File: src/rtl/alu_seq.sv
// alu_seq: command sequencer in front of a 16-bit zx/nx/zy/ny/f/no ALU.
// Accepts {op, A, B} on a valid/ready handshake, drives the external ALU
// for one or more passes and returns {data, zr, ng, err} on a second
// valid/ready handshake. Ops 0-7 are single pass; op 8 (SHL) iterates
// doublings; op 9 (MUL) is shift-add and exists only when the macro
// ALU_SEQ_MUL_EN is defined (otherwise op 9 reports an illegal opcode).
// An SHL with a non-zero count goes straight from IDLE to LOOP_DBL so
// that a count of k returns after k+1 cycles.
module alu_seq #(
  parameter int W = 16
) (
  input  logic         clk,
  input  logic         rst_n,
  input  logic         cmd_valid,
  output logic         cmd_ready,
  input  logic [3:0]   cmd_op,
  input  logic [W-1:0] cmd_a,
  input  logic [W-1:0] cmd_b,
  output logic         rsp_valid,
  input  logic         rsp_ready,
  output logic [W-1:0] rsp_data,
  output logic         rsp_zr,
  output logic         rsp_ng,
  output logic         rsp_err,
  output logic         alu_zx,
  output logic         alu_nx,
  output logic         alu_zy,
  output logic         alu_ny,
  output logic         alu_f,
  output logic         alu_no,
  output logic [W-1:0] alu_x,
  output logic [W-1:0] alu_y,
  input  logic [W-1:0] alu_out
);

  localparam logic [3:0] OP_SHL = 4'd8;
  localparam logic [3:0] OP_MUL = 4'd9;

  // Control words, ordered {zx, nx, zy, ny, f, no}.
  localparam logic [5:0] CTRL_ADD  = 6'b000010;
  localparam logic [5:0] CTRL_PASS = 6'b001100;

  typedef enum logic [2:0] {
    S_IDLE,
    S_EXEC,
`ifdef ALU_SEQ_MUL_EN
    S_LOOP_ADD,
`endif
    S_LOOP_DBL,
    S_RESP
  } state_e;

  state_e       state_q, state_d;
  logic [3:0]   op_q, op_d;
  logic [W-1:0] m_q, m_d;
  logic [W-1:0] n_q, n_d;
  logic [W-1:0] acc_q, acc_d;
  logic         cmd_ready_q, cmd_ready_d;
  logic         rsp_valid_q, rsp_valid_d;
  logic [W-1:0] rsp_data_q, rsp_data_d;
  logic         rsp_zr_q, rsp_zr_d;
  logic         rsp_ng_q, rsp_ng_d;
  logic         rsp_err_q, rsp_err_d;

  logic [5:0]   ctrl;
  logic         res_load;
  logic [W-1:0] res_val;
  logic         res_err;

  // Control word for the eight single-pass opcodes.
  function automatic logic [5:0] single_ctrl(input logic [2:0] op);
    case (op)
      3'd0:    single_ctrl = 6'b000010; // x + y
      3'd1:    single_ctrl = 6'b010011; // x - y
      3'd2:    single_ctrl = 6'b000000; // x & y
      3'd3:    single_ctrl = 6'b010101; // x | y
      3'd4:    single_ctrl = 6'b001101; // ~x
      3'd5:    single_ctrl = 6'b001111; // -x
      3'd6:    single_ctrl = 6'b011111; // x + 1
      default: single_ctrl = 6'b001110; // x - 1
    endcase
  endfunction

  // Next-state, datapath updates and ALU drive for the current state.
  always_comb begin
    // NOTE: every signal written here gets a default first, so no path
    // through the case statement can leave one unassigned and infer a latch.
    state_d     = state_q;
    op_d        = op_q;
    m_d         = m_q;
    n_d         = n_q;
    acc_d       = acc_q;
    rsp_valid_d = rsp_valid_q;
    rsp_data_d  = rsp_data_q;
    rsp_zr_d    = rsp_zr_q;
    rsp_ng_d    = rsp_ng_q;
    rsp_err_d   = rsp_err_q;
    ctrl        = 6'b000000;
    alu_x       = '0;
    alu_y       = '0;
    res_load    = 1'b0;
    res_val     = '0;
    res_err     = 1'b0;

    case (state_q)
      S_IDLE: begin
        if (cmd_valid && cmd_ready_q) begin
          op_d  = cmd_op;
          m_d   = cmd_a;
          n_d   = cmd_b;
          acc_d = '0;
          if (cmd_op == OP_SHL) begin
            n_d     = W'(cmd_b[3:0]);
            state_d = (cmd_b[3:0] != 4'd0) ? S_LOOP_DBL : S_EXEC;
          end else begin
            state_d = S_EXEC;
          end
        end
      end

      S_EXEC: begin
        if (op_q < OP_SHL) begin
          ctrl     = single_ctrl(op_q[2:0]);
          alu_x    = m_q;
          alu_y    = n_q;
          res_load = 1'b1;
          res_val  = alu_out;
        end else if (op_q == OP_SHL) begin
          // Zero shift count: pass A straight through the ALU.
          ctrl     = CTRL_PASS;
          alu_x    = m_q;
          res_load = 1'b1;
          res_val  = alu_out;
`ifdef ALU_SEQ_MUL_EN
        end else if (op_q == OP_MUL) begin
          // Multiplier exhausted: the accumulator holds the product.
          if (n_q == '0) begin
            res_load = 1'b1;
            res_val  = acc_q;
          end else if (n_q[0]) begin
            state_d = S_LOOP_ADD;
          end else begin
            state_d = S_LOOP_DBL;
          end
`else
        end else if (op_q == OP_MUL) begin
          res_load = 1'b1;
          res_err  = 1'b1;
`endif
        end else begin
          res_load = 1'b1;
          res_err  = 1'b1;
        end
      end

`ifdef ALU_SEQ_MUL_EN
      S_LOOP_ADD: begin
        ctrl    = CTRL_ADD;
        alu_x   = acc_q;
        alu_y   = m_q;
        acc_d   = alu_out;
        state_d = S_LOOP_DBL;
      end
`endif

      S_LOOP_DBL: begin
        ctrl  = CTRL_ADD;
        alu_x = m_q;
        alu_y = m_q;
        m_d   = alu_out;
`ifdef ALU_SEQ_MUL_EN
        if (op_q == OP_MUL) begin
          n_d     = n_q >> 1;
          state_d = S_EXEC;
        end else
`endif
        begin
          n_d = n_q - W'(1);
          if (n_q == W'(1)) begin
            res_load = 1'b1;
            res_val  = alu_out;
          end
        end
      end

      S_RESP: begin
        if (rsp_ready) begin
          rsp_valid_d = 1'b0;
          state_d     = S_IDLE;
        end
      end

      default: state_d = S_IDLE;
    endcase

    // Capture the result and its flags together so they stay coherent in RESP.
    if (res_load) begin
      rsp_data_d  = res_val;
      rsp_zr_d    = (res_val == '0);
      rsp_ng_d    = res_val[W-1];
      rsp_err_d   = res_err;
      rsp_valid_d = 1'b1;
      state_d     = S_RESP;
    end

    cmd_ready_d = (state_d == S_IDLE);
  end

  // State and datapath registers; reset aborts any operation in flight.
  always_ff @(posedge clk or negedge rst_n) begin
    if (!rst_n) begin
      state_q     <= S_IDLE;
      op_q        <= '0;
      m_q         <= '0;
      n_q         <= '0;
      acc_q       <= '0;
      cmd_ready_q <= 1'b0;
      rsp_valid_q <= 1'b0;
      rsp_data_q  <= '0;
      rsp_zr_q    <= 1'b0;
      rsp_ng_q    <= 1'b0;
      rsp_err_q   <= 1'b0;
    end else begin
      // NOTE: non-blocking assignments here so every register samples the
      // pre-edge value of the others, independent of statement order.
      state_q     <= state_d;
      op_q        <= op_d;
      m_q         <= m_d;
      n_q         <= n_d;
      acc_q       <= acc_d;
      cmd_ready_q <= cmd_ready_d;
      rsp_valid_q <= rsp_valid_d;
      rsp_data_q  <= rsp_data_d;
      rsp_zr_q    <= rsp_zr_d;
      rsp_ng_q    <= rsp_ng_d;
      rsp_err_q   <= rsp_err_d;
    end
  end

  assign {alu_zx, alu_nx, alu_zy, alu_ny, alu_f, alu_no} = ctrl;

  assign cmd_ready = cmd_ready_q;
  assign rsp_valid = rsp_valid_q;
  assign rsp_data  = rsp_data_q;
  assign rsp_zr    = rsp_zr_q;
  assign rsp_ng    = rsp_ng_q;
  assign rsp_err   = rsp_err_q;

endmodule

File: config.mk
export PLATFORM = sky130hd
export DESIGN_NAME = alu_seq
export DESIGN_NICKNAME = d
export VERILOG_FILES = /design/src/rtl/alu_seq.sv
export SDC_FILE = /design/constraint.sdc
export NUM_CORES = 1
export LEC_CHECK = 0
export BUFFER_PORTS_ARGS = -buffer_cell sky130_fd_sc_hd__buf_2
export CORE_ASPECT_RATIO = 0.8
export CORE_UTILIZATION = 53
export DETAILED_ROUTE_END_ITERATION = 12
export GPL_TIMING_DRIVEN = 0
export PLACE_DENSITY = 0.9
export SLEW_MARGIN = 0
export SYNTH_ARGS = -nofsm -noshare
export SYNTH_HDL_FRONTEND = slang
export SYNTH_SLANG_ARGS = --single-unit
export TNS_END_PERCENT = 5
File: constraint.sdc
create_clock -name clk -period 6.4 [get_ports clk]
set_clock_uncertainty 0.15 [all_clocks]
set_input_delay 1.92 -clock clk [delete_from_list [all_inputs] [get_ports clk]]
set_output_delay 1.92 -clock clk [all_outputs]
set_load 0.01 [all_outputs]
==> reports/results.txt, run 1 <==
Netlist cell types - 53
Relative slew slack - 50.1%
Fillers - 454
Residual DRC - 0
Post-CTS Setup Inserts - 0
Cells on Worst Hold Path - 1
Worst VDD drop - 0.000265 V
Cell Pwr Density - 480 mW/mm^2
Initial antenna violation count - 0
Via count - 3323
Die width - 87.5 microns
Total wire length - 9.59 mm
Vias per cell - 6.05
Fin nets - 524
Die area - 0.00616 sq mm
Worst-Margin Slew - 0.742 ns
GRT overflow - 0
Synth warn - 0
GRT Util Overall - 33.6%
Starting Density - 55.8%
WP data arrival - 2.53 ns
WS Path Type - reg -> out
Reg-to-Reg End - n_q[12]
Tmin final - 4.60 ns
Reg2Reg Depth - 6
Setup Viol. Count Final - 0
Hold Crit Endpoint - rsp_err
Status - complete, no violations
Reg-to-reg slack, setup - 3.96 ns
Io pins - 115
Fin area - 0.00403 sq mm
Reg2reg start - n_q[1]
Clk slew on worst S/H paths - 0.07 ns
Worst hold start - rsp_err
Yosys top cell by area - dfrtp_1
LEAKAGE - 2.03 nW
Number of synthesized register bits - 59
Gate Count Post-Synth - 341
Drt first pass iters - 6
Post-Layout Cell Count - 549
I/O Buffers - 113
Worst-skew pair later-pin latency - 0.35 ns
Critical path, cell by cell - or3b_2 -> clkbuf_1 -> nor2_2 -> buf_2 -> nand2_1 -> o21ai_0 -> buf_2
Core Footprint - 0.00556 sq mm
Fraction of layout cells with a size suffix above 1 - 31.8%
CTS buffer count - 9
Avg WL per Cell - 17.5 microns
Clk root buf - clkbuf_8
Place WS - 2.23 ns
Syn Std Cell Area - 0.00310 sq mm
Clk buf depth - 2
CP most frequent cell - buf_2
Fin. Hold Viols - 0
RSZ-0062 raised after global routing - false
Hold Crit Class - reg -> reg
Final setup margin - 1.80 ns
Critical Path End Type - output pin
CTS sink cnt - 59
Mapped Avg Cell Area - 9.09 sq um
Antenna Violating Nets Remaining - 0
TritonCTS clock tree - done
Cell area after placement - 0.00377 sq mm
Type of origin of the critical path - flop
Fmax - 217 MHz
Seq/Total Area, Yosys - 47.6%
Critical path peak fanout - 10
Post-CTS Hold Buffers - 0
Number of diodes - 0
Multi-input gate area - 0.00142 sq mm
Die height - 70.4 microns
Count leader, synth - dfrtp_1
Final Hold Slack - 0.356 ns
Worst path top cell family by delay - simple AND/OR/NAND/NOR gates
Top cells by area, synth - dfrtp_1, nand2_1, a22o_1
Top FF cell, synth - dfrtp_1
GP Congestion - 0.981
Setup TNS - 0 ns
CP max-delay cell - or3b_2
Pwr Total - 1.93 mW
Max-slew violations - 0
FF+latch area - 0.00148 sq mm
Finished Core Util - 72.5%
Rows - 24
Placed cells - 533
Post-synth top cells - dfrtp_1, nand2_1, nor2_1
CTS resizes - 0
Vias in the first global route - 3109
Post-DP HPWL - 6.85 mm
Max-cap violations - 0
Largest net degree at the start of global routing - 60
Starting DRT DRC Count - 350
Synth async-reset ratio - 100%
Synth top area share - 47.6%
Final period utilization - 71.9%
Number of synthesized flops with an enable pin - 0
P&R area growth vs syn - 29.9%
Crit path buffers/inverters - 3
H-tree depth - 3
First-pass GRT wire length - 15.5 mm
CP max stage delay - 0.49 ns
Req. time, crit path - 4.33 ns
## cell usage in the layout, fill, tap and decap left out, drive strengths merged, types with 3 or more instances in the layout
cell / n
buf: 124
or2: 3
clkbuf: 23
nand4: 4
a221o: 3
o311ai: 4
bufinv: 4
o21ai: 23
nand3: 7
a22o: 17
dfrtp: 59
a21oi: 21
nand2: 44
o21a: 3
inv: 23
nor4: 10
o211ai: 4
nor2: 32
nor3b: 3
nor3: 6
o22ai: 16
## state kept, by name (all words and copies together) (netlist names)
signal and cells:
rsp_data 16, cmd_ready 1, op_q 4, state_q 3
rsp_err 1, rsp_valid 1, rsp_zr 1, m_q 16
n_q 16
## worst max-delay path by stage
stage / start / end / depth (start not counted)
4_1_cts: state_q[1] / alu_y[6] / 7
3_3_place_gp: state_q[1] / alu_x[0] / 7
5_1_grt: state_q[0] / alu_x[6] / 7
3_5_place_dp: state_q[0] / alu_x[6] / 7
2_1_floorplan: state_q[1] / alu_x[0] / 6
6_report: state_q[1] / alu_y[6] / 7
## logic make-up after synthesis
kind of cell,count (synthesis),synth area share (%)
AOI/OAI and AO/OA,107,23.9
adders and majority gates,2,0.807
buffers and inverters,46,6.74
muxes,2,0.646
and+or+nand+nor,124,20.2
DFF,59,47.6
other,1,0.121
## cell type report
cell class / count / area share (%)
tap: 78 / 2.42
buffer: 23 / 3.05
clock inverter: 5 / 3.11
timing repair buffer: 113 / 14.1
sequential: 59 / 36.7
inverter: 23 / 2.14
clock buffer: 11 / 3.26
multi-input combinational: 237 / 35.2
## report_power, final
group	switching (mW)	total [mW]	internal [mW]
Combinational	0.466	0.799	0.333
Clock	0.147	0.445	0.298
Sequential	0.149	0.690	0.541
## layer usage
layer  wire length (microns)  vias to the layer above  global-route usage [%]
li1                        -                     1484                       -
met1                    4000                     1582                    47.3
met2                    4390                      224                    50.3
met3                     976                       33                    9.46
met4                     220                        0                    10.2
met5                       0                        -                       0
No activity file was read; power rests on OpenSTA's default activity.
==> run 2: changes to the inputs <==
--- a/config.mk
+++ b/config.mk
@@ -7,10 +7,10 @@
 export LEC_CHECK = 0
 export BUFFER_PORTS_ARGS = -buffer_cell sky130_fd_sc_hd__buf_2
 export CORE_ASPECT_RATIO = 0.8
-export CORE_UTILIZATION = 53
+export CORE_UTILIZATION = 49
 export DETAILED_ROUTE_END_ITERATION = 12
 export GPL_TIMING_DRIVEN = 0
-export PLACE_DENSITY = 0.9
+export PLACE_DENSITY = 0.84
 export SLEW_MARGIN = 0
 export SYNTH_ARGS = -nofsm -noshare
 export SYNTH_HDL_FRONTEND = slang
==> constraint.sdc (replaced) <==
create_clock -name clk -period 4.7 [get_ports clk]
set_clock_uncertainty 0.15 [all_clocks]
set_input_delay 1.41 -clock clk [delete_from_list [all_inputs] [get_ports clk]]
set_output_delay 1.41 -clock clk [all_outputs]
set_load 0.01 [all_outputs]
==> run 2 against run 1 <==
Net effect: critical path depth is the same; power is 27% higher; first-iteration DRC count fell by 17%; register-to-register slack lost 1.6 ns; utilization shrank 6.4 points; die area grew 8.0%; largest power group unchanged.
==> reports/results.txt, run 2 (same netlist as run 1, synthesis figures left out) <==
Clk buf depth - 2 (unchanged)
Placed cells - 536 (was 533)
Starting DRT DRC Count - 292 (was 350)
Most common cell after layout, fill and taps aside - buf_2 (unchanged)
Type of origin of the critical path - flop (unchanged)
GP Congestion - 0.907 (was 0.981)
Int Power - 1.46 mW (was 1.17 mW)
Via count - 3145 (was 3323)
Setup Viol. Count Final - 0 (unchanged)
Fmax - 244 MHz
Fin area - 0.00397 sq mm (was 0.00403 sq mm)
Status - complete, no violations (unchanged)
Worst VDD drop - 0.000279 V (was 0.000265 V)
Cells on Worst Hold Path - 1 (unchanged)
Largest net degree at the start of global routing - 60 (unchanged)
Setup TNS - 0 ns (unchanged)
Avg WL per Cell - 16.3 microns (was 17.5 microns)
Die area - 0.00665 sq mm (was 0.00616 sq mm)
First-pass GRT wire length - 14.6 mm (was 15.5 mm)
Critical Path End Type - output pin (unchanged)
Residual DRC - 0 (unchanged)
Clock network power share - 18.7% (was 23.0%)
Place WS - 1.03 ns (was 2.23 ns)
Fin. Hold Viols - 0 (unchanged)
GRT Util Overall - 29.0% (was 33.6%)
Most frequent cells in the layout - buf_2, dfrtp_1, nand2_1 (unchanged)
WP data arrival - 2.53 ns (about the same)
Total wire length - 8.98 mm (was 9.59 mm)
Number of diodes - 0 (unchanged)
GRT overflow - 0 (unchanged)
P&R area growth vs syn - 28.0% (was 29.9%)
Clk root buf - clkbuf_8 (unchanged)
Post-CTS Hold Buffers - 0 (unchanged)
LEAKAGE - 2.00 nW (was 2.03 nW)
Req. time, crit path - 3.14 ns (was 4.33 ns)
Pwr Total - 2.46 mW (was 1.93 mW)
H-tree depth - 3 (unchanged)
I/O Buffers - 113 (unchanged)
Io pins - 115 (unchanged)
Max layer used - met4 (unchanged)
Starting Density - 51.6% (was 55.8%)
Post-CTS Setup Inserts - 0 (unchanged)
Reg power frac - 37.7% (was 35.7%)
Final Hold Slack - 0.349 ns (was 0.356 ns)
Worst-skew pair later-pin latency - 0.33 ns (was 0.35 ns)
Die width - 90.9 microns (was 87.5 microns)
CP max-delay cell - or3b_2 (unchanged)
Vias per cell - 5.71 (was 6.05)
Core Footprint - 0.00601 sq mm (was 0.00556 sq mm)
TritonCTS clock tree - done (unchanged)
Cell Pwr Density - 619 mW/mm^2 (was 480 mW/mm^2)
Initial antenna violation count - 0 (unchanged)
Met1 Wirelength - 3.99 mm (was 4.00 mm)
Met2 WL - 3.95 mm (was 4.39 mm)
CP most frequent cell - buf_2 (unchanged)
Rows - 25 (was 24)
CP max stage delay - 0.50 ns (was 0.49 ns)
Hold Crit Class - reg -> reg (unchanged)
Fin nets - 524 (unchanged)
Combinational power share - 43.6% (was 41.3%)
NetSw - 996 uW (was 762 uW)
Max-slew violations - 0 (unchanged)
CTS sink cnt - 59 (unchanged)
Vias in the first global route - 2913 (was 3109)
Drt first pass iters - 5 (was 6)
Switching Share - 40.6% (was 39.4%)
Critical path peak fanout - 10 (unchanged)
Post-Layout Cell Count - 551 (was 549)
Final setup margin - 0.610 ns (was 1.80 ns)
Final period utilization - 87.0%
Post-DP HPWL - 6.66 mm (was 6.85 mm)
Tmin final - 4.09 ns
CTS buffer count - 9 (unchanged)
CTS resizes - 0 (unchanged)
Relative slew slack - 48.2% (was 50.1%)
Max-cap violations - 0 (unchanged)
Finished Core Util - 66.1% (was 72.5%)
WS Path Type - reg -> out (unchanged)
RSZ-0062 raised after global routing - false (unchanged)
Reg2Reg Depth - 6 (unchanged)
Clk slew on worst S/H paths - 0.06 ns (was 0.07 ns)
Critical path, cell by cell - or3b_2 -> clkbuf_1 -> nor2_2 -> buf_2 -> nand2_1 -> o21ai_0 -> buf_2 (unchanged)
Cell area after placement - 0.00377 sq mm (about the same)
Metal3 WL - 936 microns (was 976 microns)
Fraction of layout cells with a size suffix above 1 - 31.7% (was 31.8%)
Worst-Margin Slew - 0.776 ns (was 0.742 ns)
Die height - 73.1 microns (was 70.4 microns)
Antenna Violating Nets Remaining - 0 (unchanged)
==> run 2: changes by cell type in the layout (fill, tap and decap cells not counted) <==
cell,previous run,this run
bufinv_16,4,1
clkbuf_8,9,11
==> run 2: worst max-delay path, delay by kind of cell, from the launching register on <==
kind / cells / cell delay (ns)
and+or+nand+nor: 3 / 0.91
buffers and inverters: 3 / 0.69
DFF: 1 / 0.46
AOI/OAI and AO/OA: 1 / 0.13
==> run 2: power by group through the flow <==
| stage | clock [mW] | combinational (mW) | sequential, mW |
|---|---|---|---|
| after floorplan | 0 | 0.667 | 0.923 |
| after global placement | 0 | 1.03 | 0.918 |
| after detailed placement | 0 | 1.06 | 0.927 |
| after CTS | 0.465 | 1.06 | 0.922 |
| after global routing | 0.490 | 1.18 | 0.960 |
| final | 0.460 | 1.07 | 0.926 |
==> run 2: path summary, 6_finish.rpt <==
path | startpoint | endpoint | slack [ns]
worst max-delay path | state_q[1] | alu_y[9] | 0.61
worst min-delay path | rsp_data[13] | rsp_data[13] | 0.35
worst max register to register | n_q[0] | n_q[12] | 2.32
worst min register to register | rsp_data[13] | rsp_data[13] | 0.35
max in group asynchronous | rst_n | n_q[0] | 2.91
min in group asynchronous | rst_n | rsp_data[14] | 1.00
==> run 2: routing by layer <==
metal / vias to the layer above / GRT usage (%)
met4: 0 / 8.64
met2: 171 / 43.9
met3: 15 / 7.92
li1: 1478 / -
met1: 1481 / 41.0
met5: - / 0
==> run 2: layout make-up <==
class                   count  area, sq um
fillers                   512         2040
flip-flops and latches     59         1480
multi-input cells         237         1420
repair buffers            113          568
clock buffers              13          159
plain buffers              23          123
well taps                  81          101
inverters                  23         86.3
clock inverters             2         35.0
==> run 3: changes to the inputs <==
--- a/config.mk
+++ b/config.mk
@@ -5,12 +5,12 @@
 export SDC_FILE = /design/constraint.sdc
 export NUM_CORES = 1
 export LEC_CHECK = 0
-export BUFFER_PORTS_ARGS = -buffer_cell sky130_fd_sc_hd__buf_2
 export CORE_ASPECT_RATIO = 0.8
-export CORE_UTILIZATION = 49
+export CORE_UTILIZATION = 25
 export DETAILED_ROUTE_END_ITERATION = 12
+export DONT_BUFFER_PORTS = 1
 export GPL_TIMING_DRIVEN = 0
-export PLACE_DENSITY = 0.84
+export PLACE_DENSITY = 0.43
 export SLEW_MARGIN = 0
 export SYNTH_ARGS = -nofsm -noshare
 export SYNTH_HDL_FRONTEND = slang
==> run 3 against run 2 <==
Net effect: non-clock buffer count down 113; combinational power down 20%; critical path depth down 1; largest power group is now sequential cells.
==> reports/results.txt, run 3 (same netlist as run 1, synthesis figures left out) <==
Post-DP HPWL - 8.00 mm (was 6.66 mm)
Worst-skew pair later-pin latency - 0.33 ns (about the same)
Metal3 WL - 1.10 mm (was 936 microns)
Rows - 35 (was 25)
Starting Density - 26.3% (was 51.6%)
Most common cell after layout, fill and taps aside - dfrtp_1 (was buf_2)
Place WS - 0.985 ns (was 1.03 ns)
Antenna Violating Nets Remaining - 0 (unchanged)
RSZ-0062 raised after global routing - false (unchanged)
TritonCTS clock tree - done (unchanged)
Total wire length - 10.7 mm (was 8.98 mm)
Die height - 102 microns (was 73.1 microns)
Most frequent cells in the layout - dfrtp_1, nand2_1, nor2_1 (was buf_2, dfrtp_1, nand2_1)
Fraction of layout cells with a size suffix above 1 - 10.6% (was 31.7%)
Fin nets - 411 (was 524)
Cell Pwr Density - 718 mW/mm^2 (was 619 mW/mm^2)
Largest net degree at the start of global routing - 60 (unchanged)
P&R area growth vs syn - 17.2% (was 28.0%)
Hold Crit Class - reg -> reg (unchanged)
Finished Core Util - 30.8% (was 66.1%)
Post-CTS Hold Buffers - 0 (unchanged)
Die area - 0.0129 sq mm (was 0.00665 sq mm)
Post-CTS Setup Inserts - 0 (unchanged)
Avg WL per Cell - 21.2 microns (was 16.3 microns)
Die width - 127 microns (was 90.9 microns)
Starting DRT DRC Count - 259 (was 292)
Fmax - 243 MHz (was 244 MHz)
Relative slew slack - 43.4% (was 48.2%)
Clk root buf - clkbuf_16 (was clkbuf_8)
Max layer used - met4 (unchanged)
Via count - 2772 (was 3145)
Clk slew on worst S/H paths - 0.05 ns (was 0.06 ns)
First-pass GRT wire length - 16.6 mm (was 14.6 mm)
Residual DRC - 0 (unchanged)
Worst VDD drop - 0.000191 V (was 0.000279 V)
Critical path peak fanout - 10 (unchanged)
Final Hold Slack - 0.373 ns (was 0.349 ns)
I/O Buffers - 0 (was 113)
Status - complete, no violations (unchanged)
Fin. Hold Viols - 0 (unchanged)
WS Path Type - reg -> out (unchanged)
CTS resizes - 0 (unchanged)
Req. time, crit path - 3.14 ns (about the same)
GRT overflow - 0 (unchanged)
Initial antenna violation count - 0 (unchanged)
Fillers - 1260 (was 512)
Io pins - 115 (unchanged)
Core Footprint - 0.0118 sq mm (was 0.00601 sq mm)
Type of origin of the critical path - flop (unchanged)
Vias in the first global route - 2630 (was 2913)
Max-cap violations - 0 (unchanged)
Tmin final - 4.11 ns (was 4.09 ns)
Pwr Total - 2.61 mW (was 2.46 mW)
CTS buffer count - 9 (unchanged)
Worst-Margin Slew - 0.841 ns (was 0.776 ns)
GP Congestion - 0.831 (was 0.907)
H-tree depth - 3 (unchanged)
Drt first pass iters - 4 (was 5)
Number of diodes - 0 (unchanged)
GRT Util Overall - 17.6% (was 29.0%)
Final setup margin - 0.588 ns (was 0.610 ns)
Met2 WL - 4.44 mm (was 3.95 mm)
WP data arrival - 2.55 ns (was 2.53 ns)
FF+latch area - 0.00148 sq mm (unchanged)
Final period utilization - 87.5% (was 87.0%)
Setup TNS - 0 ns (unchanged)
CTS sink cnt - 59 (unchanged)
Setup Viol. Count Final - 0 (unchanged)
LEAKAGE - 1.56 nW (was 2.00 nW)
Max-slew violations - 0 (unchanged)
Met1 Wirelength - 5.08 mm (was 3.99 mm)
Multi-input gate area - 0.00142 sq mm (unchanged)
Critical Path End Type - output pin (unchanged)
Clk buf depth - 2 (unchanged)
Vias per cell - 5.48 (was 5.71)
[run 3: cell count changes in the layout (fill, tap and decap cells not counted), sizes merged]
cell    previous run  this run
buf              124        11
bufinv             1         3
clkbuf            25        23
clkinv             1         2
[run 3: per-layer routing]
layer	vias up	global-route usage (%)
met5	-	0
met4	0	4.73
met3	13	6.87
met2	131	24.9
met1	1368	24.7
li1	1260	-
[run 3: layout make-up]
class | count | area share (%)
plain buffers | 23 | 3.38
clock buffers | 11 | 6.68
clock inverters | 5 | 2.76
inverters | 23 | 2.38
multi-input cells | 237 | 39.1
flip-flops and latches | 59 | 40.6
well taps | 148 | 5.10
[run 3: path summary, 6_finish.rpt]
check                      startpoint      endpoint  slack [ns]  cells after the start
setup / recovery           state_q[1]      alu_x[5]        0.59                      6
hold / removal                 m_q[0]        m_q[0]        0.37                      2
setup reg to reg               n_q[0]        n_q[7]        2.22                      4
hold reg to reg                m_q[0]        m_q[0]        0.37                      2
max in group asynchronous       rst_n   rsp_data[4]        3.67                      0
min in group asynchronous       rst_n  rsp_data[13]        0.62                      0
[run 3: metrics by stage]
stage	std cells	cell area, sq um
2_1_floorplan	342	3100
3_3_place_gp	490	3290
3_5_place_dp	490	3290
4_1_cts	506	3630
5_1_grt	506	3630
6_report	506	3630
[run 3: where the power goes]
| group | switching (mW) | internal (mW) |
|---|---|---|
| Clock | 0.241 | 0.530 |
| Combinational | 0.530 | 0.327 |
| Sequential | 0.243 | 0.737 |
| Total | 1.01 | 1.59 |
[run 3: critical path: stages (launching register included)]
cell,delay [ns]
dfrtp_1,0.45
or3b_2,0.48
clkbuf_1,0.18
nor2_1,0.28
nor2_1,0.20
clkbuf_1,0.34
nor2_1,0.29
